--- config.mk ---
export PLATFORM = sky130hd
export DESIGN_NAME = bounce_sched_flat
export DESIGN_NICKNAME = d
export VERILOG_FILES = /design/src/rtl/bounce_pkg.sv /design/src/rtl/bounce_sched_if.sv /design/src/rtl/bounce_sched_div.sv /design/src/rtl/bounce_sched.sv /design/src/flat_wrapper.sv
export SDC_FILE = /design/constraint.sdc
export NUM_CORES = 1
export LEC_CHECK = 0
export ABC_AREA = 1
export CORE_ASPECT_RATIO = 0.8
export CORE_MARGIN = 2
export CORE_UTILIZATION = 49
export DETAILED_ROUTE_END_ITERATION = 12
export PLACE_DENSITY = 0.81
export REMOVE_ABC_BUFFERS = 1
export SYNTH_ARGS = -nofsm -noshare
export SYNTH_HDL_FRONTEND = slang
export SYNTH_SLANG_ARGS = --single-unit
--- constraint.sdc ---
create_clock -name clk -period 1.2 [get_ports clk]
set_input_delay 0.12 -clock clk [delete_from_list [all_inputs] [get_ports clk]]
set_output_delay 0.12 -clock clk [all_outputs]
set_load 0.02 [all_outputs]
--- src/rtl/bounce_pkg.sv ---
// Shared types for the sprite-motion scheduler and its update unit.
// Holds FSM state encodings, step width and divider width.
package bounce_pkg;

  localparam int STEP_W = 4;
  localparam int DIV_W  = 8;

  typedef enum logic [1:0] {
    ST_IDLE  = 2'd0,
    ST_ISSUE = 2'd1,
    ST_WAIT  = 2'd2
  } state_e;

  // speed_sel 0..3 maps to step 1..4, zero-extended
  function automatic logic [STEP_W-1:0] step_of(
    input logic [1:0] sel
  );
    return STEP_W'(sel) + STEP_W'(1);
  endfunction

endpackage

--- src/rtl/bounce_sched_if.sv ---
// Request channel from the scheduler to the position-update unit.
// Ports: upd_valid/upd_idx/upd_step (master out), upd_ready/upd_done (master in).
interface bounce_sched_if
  import bounce_pkg::*;
#(
  parameter int IW = 2
) ();

  logic              upd_valid;
  logic [IW-1:0]     upd_idx;
  logic [STEP_W-1:0] upd_step;
  logic              upd_ready;
  logic              upd_done;

  modport master (
    output upd_valid,
    output upd_idx,
    output upd_step,
    input  upd_ready,
    input  upd_done
  );

  modport slave (
    input  upd_valid,
    input  upd_idx,
    input  upd_step,
    output upd_ready,
    output upd_done
  );

endinterface

--- src/rtl/bounce_sched_div.sv ---
// Frame divider: counts gated frame ticks, flags every FRAME_DIV-th one.
// Ports: clk, clr, frame_tick_i, run_i, pause_i in; eligible_o out (comb).
module frame_divider
  import bounce_pkg::*;
#(
  parameter int FRAME_DIV = 2
) (
  input  logic clk,
  input  logic clr,
  input  logic frame_tick_i,
  input  logic run_i,
  input  logic pause_i,
  output logic eligible_o
);

  localparam logic [DIV_W-1:0] LAST =
    DIV_W'(FRAME_DIV - 1);

  logic [DIV_W-1:0] cnt_q, cnt_d;
  logic             count_en;

  assign count_en   = frame_tick_i & run_i & ~pause_i;
  assign eligible_o = count_en && (cnt_q == LAST);

  // pause freezes the count; run=0 clears it
  always_comb begin
    cnt_d = cnt_q;
    unique case (1'b1)
      !run_i:                  cnt_d = '0;
      eligible_o:              cnt_d = '0;
      count_en && !eligible_o: cnt_d = cnt_q + DIV_W'(1);
      default: ;
    endcase
  end

  always_ff @(posedge clk) begin
    if (clr) cnt_q <= '0;
    else     cnt_q <= cnt_d;
  end

endmodule

--- src/rtl/bounce_sched.sv ---
// Frame-rate scheduler: one pass over sprites 0..NSPR-1 per FRAME_DIV ticks.
// Ports: clk, clr, frame_tick, run, pause, speed_sel in; sched_busy, overrun out; upd master.
module bounce_sched
  import bounce_pkg::*;
#(
  parameter int NSPR      = 4,
  parameter int FRAME_DIV = 2,
  parameter int IW        = (NSPR > 1) ? $clog2(NSPR) : 1
) (
  input  logic          clk,
  input  logic          clr,
  input  logic          frame_tick,
  input  logic          run,
  input  logic          pause,
  input  logic [1:0]    speed_sel,
  output logic          sched_busy,
  output logic          overrun,
  bounce_sched_if.master upd
);

  localparam logic [IW-1:0] LAST_IDX = IW'(NSPR - 1);

  state_e            state_q, state_d;
  logic [IW-1:0]     idx_q, idx_d;
  logic [STEP_W-1:0] step_q, step_d;
  logic              pend_q, pend_d;
  logic              ovr_q, ovr_d;
  logic              eligible;
  logic              consume;

  frame_divider #(
    .FRAME_DIV (FRAME_DIV)
  ) u_div (
    .clk          (clk),
    .clr          (clr),
    .frame_tick_i (frame_tick),
    .run_i        (run),
    .pause_i      (pause),
    .eligible_o   (eligible)
  );

  always_comb begin
    state_d = state_q;
    idx_d   = idx_q;
    step_d  = step_q;
    consume = 1'b0;
    unique case (state_q)
      ST_IDLE: begin
        if (pend_q) begin
          consume = 1'b1;
          step_d  = step_of(speed_sel);
          idx_d   = '0;
          state_d = ST_ISSUE;
        end
      end
      ST_ISSUE: begin
        if (upd.upd_ready) state_d = ST_WAIT;
      end
      ST_WAIT: begin
        if (upd.upd_done) begin
          if (idx_q == LAST_IDX) begin
            state_d = ST_IDLE;
          end else begin
            idx_d   = idx_q + IW'(1);
            state_d = ST_ISSUE;
          end
        end
      end
      default: state_d = ST_IDLE;
    endcase
  end

  // A tick landing on the consume edge re-arms pend
  // without counting as a drop.
  always_comb begin
    pend_d = pend_q & ~consume;
    ovr_d  = ovr_q;
    if (eligible) begin
      pend_d = 1'b1;
      if (pend_q && !consume) ovr_d = 1'b1;
    end
  end

  always_ff @(posedge clk) begin
    if (clr) begin
      state_q <= ST_IDLE;
      idx_q   <= '0;
      step_q  <= STEP_W'(1);
      pend_q  <= 1'b0;
      ovr_q   <= 1'b0;
    end else begin
      state_q <= state_d;
      idx_q   <= idx_d;
      step_q  <= step_d;
      pend_q  <= pend_d;
      ovr_q   <= ovr_d;
    end
  end

  assign upd.upd_valid = (state_q == ST_ISSUE);
  assign upd.upd_idx   = idx_q;
  assign upd.upd_step  = step_q;
  assign sched_busy    = (state_q != ST_IDLE);
  assign overrun       = ovr_q;

endmodule

--- src/flat_wrapper.sv ---
// flat-port wrapper written by rule: the top's interface ports become plain ports
module bounce_sched_flat import bounce_pkg::*;
#(
  parameter int NSPR      = 4,
  parameter int FRAME_DIV = 2,
  parameter int IW        = (NSPR > 1) ? $clog2(NSPR) : 1
)
  (clk, clr, frame_tick, run, pause, speed_sel, sched_busy, overrun, upd_upd_valid, upd_upd_idx, upd_upd_step, upd_upd_ready, upd_upd_done);
  bounce_sched_if #(.IW(IW)) upd_i ();
  input  logic clk;
  input  logic clr;
  input  logic frame_tick;
  input  logic run;
  input  logic pause;
  input  logic [1:0] speed_sel;
  output logic sched_busy;
  output logic overrun;
  output wire logic [$bits(upd_i.upd_valid)-1:0] upd_upd_valid;
  output wire logic [$bits(upd_i.upd_idx)-1:0] upd_upd_idx;
  output wire logic [$bits(upd_i.upd_step)-1:0] upd_upd_step;
  input wire logic [$bits(upd_i.upd_ready)-1:0] upd_upd_ready;
  input wire logic [$bits(upd_i.upd_done)-1:0] upd_upd_done;
  assign upd_upd_valid = upd_i.upd_valid;
  assign upd_upd_idx = upd_i.upd_idx;
  assign upd_upd_step = upd_i.upd_step;
  assign upd_i.upd_ready = upd_upd_ready;
  assign upd_i.upd_done = upd_upd_done;
  bounce_sched #(.NSPR(NSPR), .FRAME_DIV(FRAME_DIV), .IW(IW)) u_core (.clk(clk), .clr(clr), .frame_tick(frame_tick), .run(run), .pause(pause), .speed_sel(speed_sel), .sched_busy(sched_busy), .overrun(overrun), .upd(upd_i));
endmodule
After elaboration in Yosys (flattened, before gate mapping)
Cells that the tools add are included.

word-level totals
  register bits = 18
  output and inout port bits = 9

operators by class
  reduce and logical (&&, ||, !) cells = 15
  eq/ne operators = 8
  $add $sub $neg = 3
  bitwise operators = 5
  multiplexer cells = 13

operators with widths
  kind                 number
  $pmux 8 s2           1
  $mux 2               6
  $add 8x1->8 const B  1
  $eq 8x1->1 const B   1
  $pmux 2 s3           1
  $reduce_bool 2->1    3
  $eq 2x2->1 const B   2
  $mux 1               4
  $ne 2x1->1 const B   2
  $ne 2x2->1 const B   2
  $pmux 2 s2           1
  $reduce_and 2->1     2
  $reduce_and 4->1     1
  $add 2x1->3 const B  1
  $and 1x1->1          3
  $logic_and 1x1->1    3
  $logic_not 1->1      3
  $reduce_and 3->1     1
  $add 2x1->2 const B  1
  $eq 2x1->1 const B   1
  $logic_not 2->1      1
  $not 1->1            2
  $reduce_or 2->1      1

Depth between registers and ports, before layout
  word-level depth = 6
  depth in mapped cells = 8
  gate-level depth less buffers = 8

By module
From an unflattened synthesis, not the netlist that was laid out.

second synthesis, totals
  cells, all modules = 137
  area total of the unflattened synthesis = 935.9 µm²

modules (own cells, without submodules)
  module         times used  area each (µm²)  cells an instance
  frame_divider  1           514.2            80
  bounce_sched   1           421.7            57

Worst setup path after synthesis
OpenSTA, ideal clock, no wires.

  kind = register -> register
  start = reg u_core.u_div.cnt_q[0]
  end = reg u_core.u_div.cnt_q[2]
  data required time = 1,083 ps
  stages on the path, launching flop included = 7
  buffers on the path = 0
  library setup time = 117 ps
  arrival = 981 ps
  setup slack = 102 ps
  cell sequence = dfxtp_1 ha_1 nand2_1 nor2_2 nor2_4 o21ai_4 nor2_1

between the ends
  cells in the longest elaborated chain, start to end = 5

ends and longest elaborated chain
  item                                                                 RTL line                text
  start: declaration                                                   bounce_sched_div.sv:19  logic [DIV_W-1:0] cnt_q, cnt_d;
  start signal: assignment                                             bounce_sched_div.sv:38  else cnt_q <= cnt_d;
  parallel branches: the longest is 5 deep, another holds $add 8x1->8  n/a

Several ways; the timed one is not identified.
A chain may end at the register's enable or synchronous reset.

Final worst setup path
  start = reg u_core.u_div.cnt_q[1]
  end = reg u_core.u_div.cnt_q[6]

Same word-level chain as after synthesis.

==> impl_metrics.tcl <==
set metrics [dict create \
    yosys.area.top_type_share_pct 38.8 \
    cpMaxStageDelayCell "dfxtp_4" \
    fin_ws_ns -0.0656 \
    hold_violations 0 \
    die_y_um 41.8 \
    synth_top_area_cell "dfxtp_1" \
    slowest_delay_ns 0.38 \
    place.port_buffers 16 \
    synth-async-reset-ratio_pct 0 \
    io_pins 18 \
    crit_type "flip-flop to flip-flop" \
    status "finished, violations left" \
    dp_hpwl_um 1490 \
    numClockSinks 17 \
    skew_ns 0.00237 \
    drcViolationCount 0 \
    hold_path_depth 3 \
    gp_routability_congestion 0.824 \
    hold_start "upd_upd_ready" \
    hold_buffers 0 \
    wl_um 2010 \
    firstDrtPassIters 4 \
    grt.total_usage_pct 20.6 \
    row_count 13 \
    drtIter0Drc 9 \
    pre_cts_slack_ns -0.166 \
    wl_per_cell_um 11.8 \
    cts-htree-levels 1 \
    end_kind "flip-flop" \
    vias_per_cell 4.82 \
    fin_crit_sh_pct 105 \
    dieArea_mm2 0.00215 \
    p_leak_nw 0.499 \
    grt_max_degree 10 \
    ir_drop_mv 0.651 \
    antenna_found_initial 0 \
    cp_max_fo 5 \
    overflow 0 \
    timing.fmax_mhz 790 \
    layout-drive-gt1-share_pct 27.0 \
    ys_warn_count 0 \
    root_buffer "clkbuf_4" \
    worstReg2RegStart "u_core.u_div.cnt_q[1]" \
    clock_latency_ns 0.29 \
    whs_ns 0.418 \
    post-route-util_pct 71.6 \
    synth_edf_count 0 \
    hold_end "u_core.state_q[1]" \
    drv_slew 0 \
    clk_path_buf_depth 2 \
    rsz0062_at_grt "true" \
    rr_worst_depth 7 \
    seq_area_frac_synth_pct 38.8 \
    synth_cell_types 23 \
    grt_pass1_wl_um 3260 \
    yosysMostFrequentCell "nand2_1" \
    design.core.area_mm2 0.00166 \
    synth_ff_type "dfxtp_1" \
    syn_area_um2 877 \
    cp.required_ns 1.39 \
    ys_ff_latch 17 \
    dieWidth_um 51.3 \
    path_clk_slew_ns 0.10 \
    synth_common_cells "nand2_1 (28), nor2_1 (20), dfxtp_1 (17), inv_1 (16), a21oi_1 (9)" \
    crit_path_cell_trace "inv_4, ha_4, nand2_4, nor2_4, nor2_4, o21ai_4, nor2_1" \
    min_period_ns 1.27 \
    grt_pass1_vias 780 \
    ff2ff_setup_slack_ns -0.07 \
    cap_violations 0 \
    arrival_ns 1.45 \
    cts_buffers 3 \
    antenna_cells 0 \
    violations "negative setup slack" \
    syn_area_per_cell_um2 7.07 \
    vias 820 \
    start_util_pct 52.9 \
    crit_top_cell "nor2_4" \
    areaGrowthSynthToFinish_pct 35.5 \
    synthTopCellsByArea "dfxtp_1 (39%), nand2_1 (12%), nor2_1 (8.6%), inv_1 (6.8%), ha_1 (5.7%)" \
    synthCells 124 \
    ant_nets 0 \
    cts_tree "built" \
    layout.nets 162 \
    powerDensity_mw_per_mm2 830 \
    hp-class "input port to flip-flop" \
    startpoint_type "flip-flop" \
    r2r-end "u_core.u_div.cnt_q[6]" \
    setup_viol 5 \
]
==> layout make-up <==
cell class / count / area [µm²]
Tap cell: 22 / 27.5
Fill cell: 139 / 470
Timing Repair Buffer: 22 / 188
Multi-Input combinational cell: 88 / 531
Clock buffer: 4 / 26.3
Inverter: 17 / 66.3
Sequential cell: 17 / 350
==> metal layers <==
layer | up-vias | share of wire (%) | global-route usage (%) | wire [µm]
met3 | 2 | 3.2 | 5.76 | 65
met1 | 366 | 47 | 25.7 | 936
met2 | 13 | 49 | 35.1 | 994
li1 | 439 | - | - | -
met5 | - | 0 | 0 | 0
met4 | 0 | 0.70 | 4.74 | 14
==> how the worst max path moves through the flow <==
stage	slack, ns	end	startpoint
detailed placement	-0.17	u_core.u_div.cnt_q[2]	frame_tick
global placement	-0.11	u_core.u_div.cnt_q[6]	frame_tick
finish	-0.07	u_core.u_div.cnt_q[6]	u_core.u_div.cnt_q[1]
CTS	0.0002	sched_busy	u_core.state_q[0]
global route	-0.14	u_core.u_div.cnt_q[6]	u_core.u_div.cnt_q[1]
floorplan	0.10	u_core.u_div.cnt_q[2]	u_core.u_div.cnt_q[0]
==> cells by family after synthesis <==
kind of cell               Yosys count  share of synthesized area [%]
AOI/OAI and AO/OA                   18                           13.0
xor gates and xnor gates             3                           3.00
adders and majority gates            4                           5.71
buffers and inverters               19                           8.56
DFF                                 17                           38.8
other                                1                          0.428
and+or+nand+nor                     62                           30.5
==> stage by stage <==
stage / TNS, ns / power, mW / instance area (µm²) / cells
4_1_cts: 0 / 0.984 / 1120 / 170
5_1_grt: -0.547 / 1.03 / 1190 / 170
3_5_place_dp: -1.07 / 0.681 / 1100 / 166
3_3_place_gp: -0.715 / 0.676 / 1100 / 166
6_report: -0.238 / 0.986 / 1190 / 170
2_1_floorplan: 0 / 0.628 / 866 / 122
==> where the power goes <==
part | switching (mW) | internal [mW]
Clock | 0.182 | 0.129
Combinational | 0.0546 | 0.0497
Sequential | 0.00560 | 0.564
==> sequential cells by signal (all words and copies together) (netlist names) <==
signal,cells
u_core.upd.upd_step,3
u_core.upd.upd_idx,2
u_core.state_q,2
u_core.u_div.cnt_q,8
u_core.overrun,1
u_core.pend_q,1
==> worst max-delay path, delay by kind of cell, from the launching register on <==
kind / cells / cell delay [ns]
flip-flops: 1 / 0.38
buffers and inverters: 1 / 0.06
AND/OR/NAND/NOR: 4 / 0.35
adder cells (fa/ha/maj): 1 / 0.13
AO/OA/AOI/OAI: 1 / 0.23
==> timing repair <==
item | 4_1_cts | 5_1_grt
setup buffers | 0 | 0
endpoints found under the setup margin | 15 | 13
resized for setup | 17 | 22
pin swaps | 1 | 10
==> cell usage in the layout, fill, tap and decap left out, types with 3 or more instances in the layout <==
cell type	instances
inv_1	15
clkbuf_4	3
clkdlybuf4s50_1	8
o21ai_0	4
nand2_2	5
dlygate4sd2_1	6
nor2_2	7
nand2_1	25
nor2_4	3
xor2_1	3
dfxtp_1	13
nor2_1	15
a21oi_1	8
buf_4	6
No activity file was read; power rests on OpenSTA's default activity.
